## config.mk

```make
export PLATFORM = sky130hd
export DESIGN_NAME = sevseg_scan_ctrl
export DESIGN_NICKNAME = d
export VERILOG_FILES = /design/src/rtl/sevseg_scan_ctrl.sv
export SDC_FILE = /design/constraint.sdc
export NUM_CORES = 1
export LEC_CHECK = 0
export CAP_MARGIN = 0
export CELL_PAD_IN_SITES_DETAIL_PLACEMENT = 1
export CELL_PAD_IN_SITES_GLOBAL_PLACEMENT = 1
export CORE_UTILIZATION = 49
export CTS_CLUSTER_DIAMETER = 120
export CTS_CLUSTER_SIZE = 25
export DETAILED_ROUTE_END_ITERATION = 10
export PLACE_DENSITY = 0.85
export REMOVE_ABC_BUFFERS = 1
export SYNTH_ARGS = -nofsm -noshare
export SYNTH_HDL_FRONTEND = slang
export SYNTH_SLANG_ARGS = --single-unit
```

## constraint.sdc

```tcl
create_clock -name clk -period 4.63 [get_ports clk]
set_clock_uncertainty 0.15 [all_clocks]
set_input_delay 0.926 -clock clk [delete_from_list [all_inputs] [get_ports clk]]
set_output_delay 0.926 -clock clk [all_outputs]
set_load 0.01 [all_outputs]
```

## src/rtl/sevseg_scan_ctrl.sv

```systemverilog
// Eight-digit multiplexed seven-segment scanner with a small Wishbone register file.
// Digits are driven one at a time (DRIVE) separated by all-off dead time (BLANK);
// the displayed DATA/MASK come from shadow copies refreshed only at frame start.
`timescale 1ns/1ps
module sevseg_scan_ctrl #(
  parameter int unsigned PRESCALE = 50000,
  parameter int unsigned BLANK    = 500
) (
  input  logic        clk,
  input  logic        rstn,
  input  logic [1:0]  i_wb_adr,
  input  logic [31:0] i_wb_dat,
  input  logic        i_wb_we,
  input  logic        i_wb_cyc,
  input  logic        i_wb_stb,
  output logic        o_wb_ack,
  output logic [31:0] o_wb_rdt,
  output logic [7:0]  o_an,
  output logic [6:0]  o_seg,
  output logic        o_frame
);

  typedef enum logic [1:0] {StIdle, StBlank, StDrive} state_e;

  // Counter only has to reach the larger of the two phase lengths minus one.
  localparam int unsigned CntMax = (PRESCALE > BLANK) ? PRESCALE : BLANK;
  localparam int unsigned CntW   = (CntMax > 1) ? $clog2(CntMax) : 1;
  localparam logic [CntW-1:0] BlankLast = CntW'(BLANK - 1);
  localparam logic [CntW-1:0] DriveLast = CntW'(PRESCALE - 1);

  logic [31:0]     data_q, data_d, sh_data_q;
  logic [7:0]      mask_q, mask_d, sh_mask_q;
  logic            run_q, run_d, pend_q, pend_d;
  logic            ack_q;
  logic [31:0]     rdt_q, rdt_d;
  state_e          state_q, state_d;
  logic [CntW-1:0] cnt_q, cnt_d;
  logic [2:0]      idx_q, idx_d, first_idx, nxt_idx;
  logic            has_next, load;
  logic [7:0]      an_q, an_d;
  logic [6:0]      seg_q, seg_d;
  logic            frame_q, frame_d;
  logic            req, wr, rd;

  // Accept a request only when no ack is outstanding, so a held strobe acks every other cycle.
  assign req = i_wb_cyc & i_wb_stb & ~ack_q;
  assign wr  = req & i_wb_we;
  assign rd  = req & ~i_wb_we;

  function automatic logic [6:0] seg_decode(input logic [3:0] v);
    unique case (v)
      4'h0: seg_decode = 7'b0000001;
      4'h1: seg_decode = 7'b1001111;
      4'h2: seg_decode = 7'b0010010;
      4'h3: seg_decode = 7'b0000110;
      4'h4: seg_decode = 7'b1001100;
      4'h5: seg_decode = 7'b0100100;
      4'h6: seg_decode = 7'b0100000;
      4'h7: seg_decode = 7'b0001111;
      4'h8: seg_decode = 7'b0000000;
      4'h9: seg_decode = 7'b0000100;
      4'hA: seg_decode = 7'b0001000;
      4'hB: seg_decode = 7'b1100000;
      4'hC: seg_decode = 7'b0110001;
      4'hD: seg_decode = 7'b1000010;
      4'hE: seg_decode = 7'b0110000;
      4'hF: seg_decode = 7'b0111000;
    endcase
  endfunction

  // Register writes land at the edge that raises ack; read data is presented only on ack.
  always_comb begin
    data_d = data_q;
    mask_d = mask_q;
    run_d  = run_q;
    pend_d = pend_q;
    rdt_d  = '0;
    if (load) pend_d = 1'b0;
    if (wr) begin
      case (i_wb_adr)
        2'd0: begin data_d = i_wb_dat;      pend_d = 1'b1; end
        2'd1: begin mask_d = i_wb_dat[7:0]; pend_d = 1'b1; end
        2'd2: run_d = i_wb_dat[0];
        default: ;
      endcase
    end
    if (rd) begin
      case (i_wb_adr)
        2'd0:    rdt_d = data_q;
        2'd1:    rdt_d = {24'd0, mask_q};
        2'd2:    rdt_d = {30'd0, pend_q, run_q};
        default: rdt_d = '0;
      endcase
    end
  end

  // Lowest enabled digit of the live mask (the index used after a shadow load).
  always_comb begin
    first_idx = 3'd0;
    for (int j = 7; j >= 0; j--) begin
      if (mask_q[j]) first_idx = 3'(j);
    end
  end

  // Next enabled digit above the current one in the shadow mask; none means wrap.
  always_comb begin
    has_next = 1'b0;
    nxt_idx  = idx_q;
    for (int j = 7; j >= 0; j--) begin
      if (sh_mask_q[j] && (3'(j) > idx_q)) begin
        has_next = 1'b1;
        nxt_idx  = 3'(j);
      end
    end
  end

  // Scan FSM next state, plus registered-output next values derived from it.
  always_comb begin
    state_d = state_q;
    cnt_d   = cnt_q;
    idx_d   = idx_q;
    load    = 1'b0;
    frame_d = 1'b0;
    an_d    = 8'hFF;
    seg_d   = 7'h7F;
    unique case (state_q)
      StIdle: begin
        if (run_q && (mask_q != 8'd0)) begin
          load    = 1'b1;
          frame_d = 1'b1;
          idx_d   = first_idx;
          cnt_d   = '0;
          state_d = StBlank;
        end
      end
      StBlank: begin
        if (cnt_q == BlankLast) begin
          cnt_d   = '0;
          state_d = StDrive;
        end else begin
          cnt_d = cnt_q + 1'b1;
        end
      end
      StDrive: begin
        if (cnt_q == DriveLast) begin
          cnt_d = '0;
          if (has_next) begin
            idx_d   = nxt_idx;
            state_d = StBlank;
          end else begin
            load    = 1'b1;
            frame_d = 1'b1;
            idx_d   = first_idx;
            state_d = (mask_q == 8'd0) ? StIdle : StBlank;
          end
        end else begin
          cnt_d = cnt_q + 1'b1;
        end
      end
      default: state_d = StIdle;
    endcase
    // Clearing RUN wins over everything, taking effect at the same edge as the write.
    if (!run_d) begin
      state_d = StIdle;
      cnt_d   = '0;
      load    = 1'b0;
      frame_d = 1'b0;
    end
    // Shadows and index are stable whenever the next state is DRIVE.
    if (state_d == StDrive) begin
      an_d[idx_q] = 1'b0;
      seg_d       = seg_decode(sh_data_q[{idx_q, 2'b00} +: 4]);
    end
  end

  // All state and outputs registered; async active-low reset forces everything off.
  always_ff @(posedge clk or negedge rstn) begin
    if (!rstn) begin
      data_q    <= '0;
      mask_q    <= '0;
      run_q     <= 1'b0;
      pend_q    <= 1'b0;
      ack_q     <= 1'b0;
      rdt_q     <= '0;
      state_q   <= StIdle;
      cnt_q     <= '0;
      idx_q     <= '0;
      sh_data_q <= '0;
      sh_mask_q <= '0;
      an_q      <= 8'hFF;
      seg_q     <= 7'h7F;
      frame_q   <= 1'b0;
    end else begin
      data_q  <= data_d;
      mask_q  <= mask_d;
      run_q   <= run_d;
      pend_q  <= pend_d;
      ack_q   <= req;
      rdt_q   <= rdt_d;
      state_q <= state_d;
      cnt_q   <= cnt_d;
      idx_q   <= idx_d;
      an_q    <= an_d;
      seg_q   <= seg_d;
      frame_q <= frame_d;
      if (load) begin
        sh_data_q <= data_q;
        sh_mask_q <= mask_q;
      end
    end
  end

  assign o_wb_ack = ack_q;
  assign o_wb_rdt = rdt_q;
  assign o_an     = an_q;
  assign o_seg    = seg_q;
  assign o_frame  = frame_q;

endmodule

```

==> flow_metrics.tcl <==
set metrics [dict create \
    pwr-share-seq_pct 42.0 \
    synthAdderAreaFrac_pct 2.02 \
    start_util_pct 50.8 \
    firstDrtPassIters 4 \
    dieArea_sq_um 14400 \
    status "finished clean" \
    combPwrFrac_pct 30.4 \
    finalSetupViolations 0 \
    drv_slew 0 \
    postCtsSetupBuffers 0 \
    dp_cells 776 \
    yosys.area_share.simple_pct 13.1 \
    core-area_sq_um 13400 \
    drt-initial-drc-count 264 \
    vdd_drop_max_mv 0.291 \
    hold_class "flop to flop" \
    crit_required_ns 4.78 \
    slew_headroom_pct 26.2 \
    drt-vias-per-instance 5.65 \
    p_leak_nw 3.57 \
    synth-xor-area-share_pct 1.41 \
    antenna_found_initial 0 \
    gp_congestion 0.806 \
    grt_start_max_net_pins 109 \
    ys_async_sr_fraction_pct 100 \
    maxCapViolCount 0 \
    clkTransAtPathRegs_ns 0.06 \
    drive_gt1_share_pct 20.5 \
    placementRows 42 \
    switchingPower_mw 1.61 \
    n_fill_cell 1307 \
    intPower_mw 2.93 \
    fmax_mhz 288 \
    syn_inst 526 \
    synth_area_sq_um 6810 \
    syn_to_final_growth_pct 23.0 \
    post-route-period-util_pct 75.1 \
    synth_cell_type_count 68 \
    drc 0 \
    utilization_pct 62.5 \
    root_buffer "clkbuf_16" \
    yosys_warnings 0 \
    synthMuxAreaShare_pct 17.8 \
    max-clock-path-buffers 2 \
    vias 4557 \
    final_cells 806 \
    fin_nets 669 \
    cts_resized 0 \
    design_area_sq_um 8380 \
    clock-sinks 151 \
    cts_buffers 17 \
    hold_depth 1 \
    grt_pass1_vias 5139 \
    ant_nets 0 \
    path_class "flop to flop" \
    avgSynthCellArea_sq_um 13.0 \
    arrival_ns 3.63 \
    cts_tree "built" \
    critPathCaptureType "flop" \
    portBuffers 87 \
    clock_latency_ns 0.43 \
    wl_mm 16.9 \
    post-route-min-period_ns 3.48 \
    ys_seq_elements 151 \
    ys_seq_area_share_pct 55.7 \
    die-height_um 120 \
    globalRouteOverflowTotal 0 \
    setup-tns-final_ns 0 \
    grt_pass1_wl_mm 28.0 \
    dpl.hpwl_mm 10.9 \
    htreeDepth 4 \
    switching_share_pct 35.5 \
    synth-edff-count 0 \
    crit_path_start_kind "flop" \
    synth-main-ff-cell "dfrtp_1" \
    synth_top_family_by_area "multiplexers" \
    p_per_area_nw_per_um2 542 \
    fp.dieW_um 120 \
    synth_compound_area_share_pct 6.85 \
    hold_buffers 0 \
    tightest_slew_ns 1.08 \
    post_drt_wl_per_cell_um 21.0 \
    r2r_cells 7 \
    placed_area_sq_um 7850 \
    rsz0062_at_grt "false" \
    io_pins 88 \
    hold_viol 0 \
    grt.total_usage_pct 26.0 \
    diodes 0 \
    pwr-share-clk_pct 27.7 \
    cp_max_fo 41 \
]
## flip-flops by register name (all words and copies together) (netlist names), 2 cells and up
name	count
o_wb_rdt	32
mask_q	8
cnt_q	16
state_q	2
o_an	8
sh_mask_q	7
sh_data_q	32
data_q	32
o_seg	7
idx_q	3
## path summary, 6_finish.rpt
path                                from             to  slack (ns)
max in group asynchronous           rstn    o_wb_rdt[4]        2.92
min in group asynchronous           rstn     data_q[25]        0.47
min reg2reg                sh_data_q[14]  sh_data_q[14]        0.34
min                        sh_data_q[14]  sh_data_q[14]        0.34
max                             idx_q[0]  sh_data_q[13]        1.15
max reg2reg                     idx_q[0]  sh_data_q[13]        1.15
## critical path, cell delays in order (launching register included)
cell and delay [ns]:
dfrtp_1 1.03, inv_1 0.27, a21o_1 0.23, a2bb2oi_1 0.36, nand4_1 0.21, a21oi_4 0.19, buf_4 0.48, mux2_1 0.41
## metal layers
metal / up-vias / track usage [%] / wire (um)
li1: 2050 / - / -
met1: 2363 / 31.1 / 7020
met2: 107 / 44.0 / 8800
met3: 37 / 7.89 / 739
met4: 0 / 9.69 / 392
met5: - / 0 / 0
## power by group through the flow
stage,clock [mW],sequential (mW),combinational (mW)
finish,1.26,1.91,1.38
CTS,1.29,1.90,1.38
global route,1.33,1.94,1.50
floorplan,0,1.79,0.958
global placement,0,1.88,1.22
detailed placement,0,1.91,1.32
## placed cells by master (no fill, tap or decap), types with 4 or more instances in the layout
cell type        instances
clkdlybuf4s50_1         86
a21oi_1                 14
xnor2_1                 11
dfrtp_1                136
ha_1                    11
nor2_1                  31
nor2b_1                  4
nand2b_1                 4
or3_1                    4
mux4_2                   8
mux2_1                  36
inv_1                   20
o22ai_1                  5
mux2i_1                 14
clkinvlp_4               5
o21ai_0                 11
nor3_1                  11
clkbuf_16               17
and2_1                  26
mux2_2                  43
dfstp_2                 15
nand3_2                  4
nand3_1                  8
nand2_1                 26
buf_4                    9
## cell type report
class                   instances  area (sq um)  share of cell area [%]
clock inverters                10          73.8                   0.881
flip-flops and latches        151          3800                    45.3
multi-input cells             333          2820                    33.6
well taps                     176           220                    2.63
inverters                      20          75.1                   0.896
repair buffers                 96           940                    11.2
clock buffers                  20           457                    5.45
## cell usage after synthesis (11+ instances only)
cell type	count	area (sq um)
mux2_2	43	484
and2_1	26	163
inv_1	20	75.1
ha_1	11	138
nand2_1	26	97.6
xnor2_1	11	96.3
dfstp_2	15	394
o21ai_0	11	55.1
mux2_1	36	405
mux2i_1	14	140
a21oi_1	14	70.1
nor2_1	31	116
dfrtp_1	136	3400
nor3_1	12	60.1
## kinds of logic (layout without fill, tap and decap cells)
group / Yosys count / after routing
AO/OA/AOI/OAI: 62 / 62
AND/OR/NAND/NOR: 148 / 148
XOR/XNOR: 11 / 11
adder cells (fa/ha/maj): 11 / 11
multiplexers: 101 / 101
buffers and inverters: 42 / 146
flip-flops: 151 / 151
## stage by stage
stage / worst slack [ns] / power [mW] / hold WS (ns)
global route: 0.946 / 4.78 / 0.350
global placement: 1.21 / 3.10 / 0.315
finish: 1.15 / 4.54 / 0.336
CTS: 1.15 / 4.57 / 0.339
floorplan: 0.508 / 2.75 / 0.302
detailed placement: 1.09 / 3.23 / 0.323
Power figures use the tool's default switching activity.
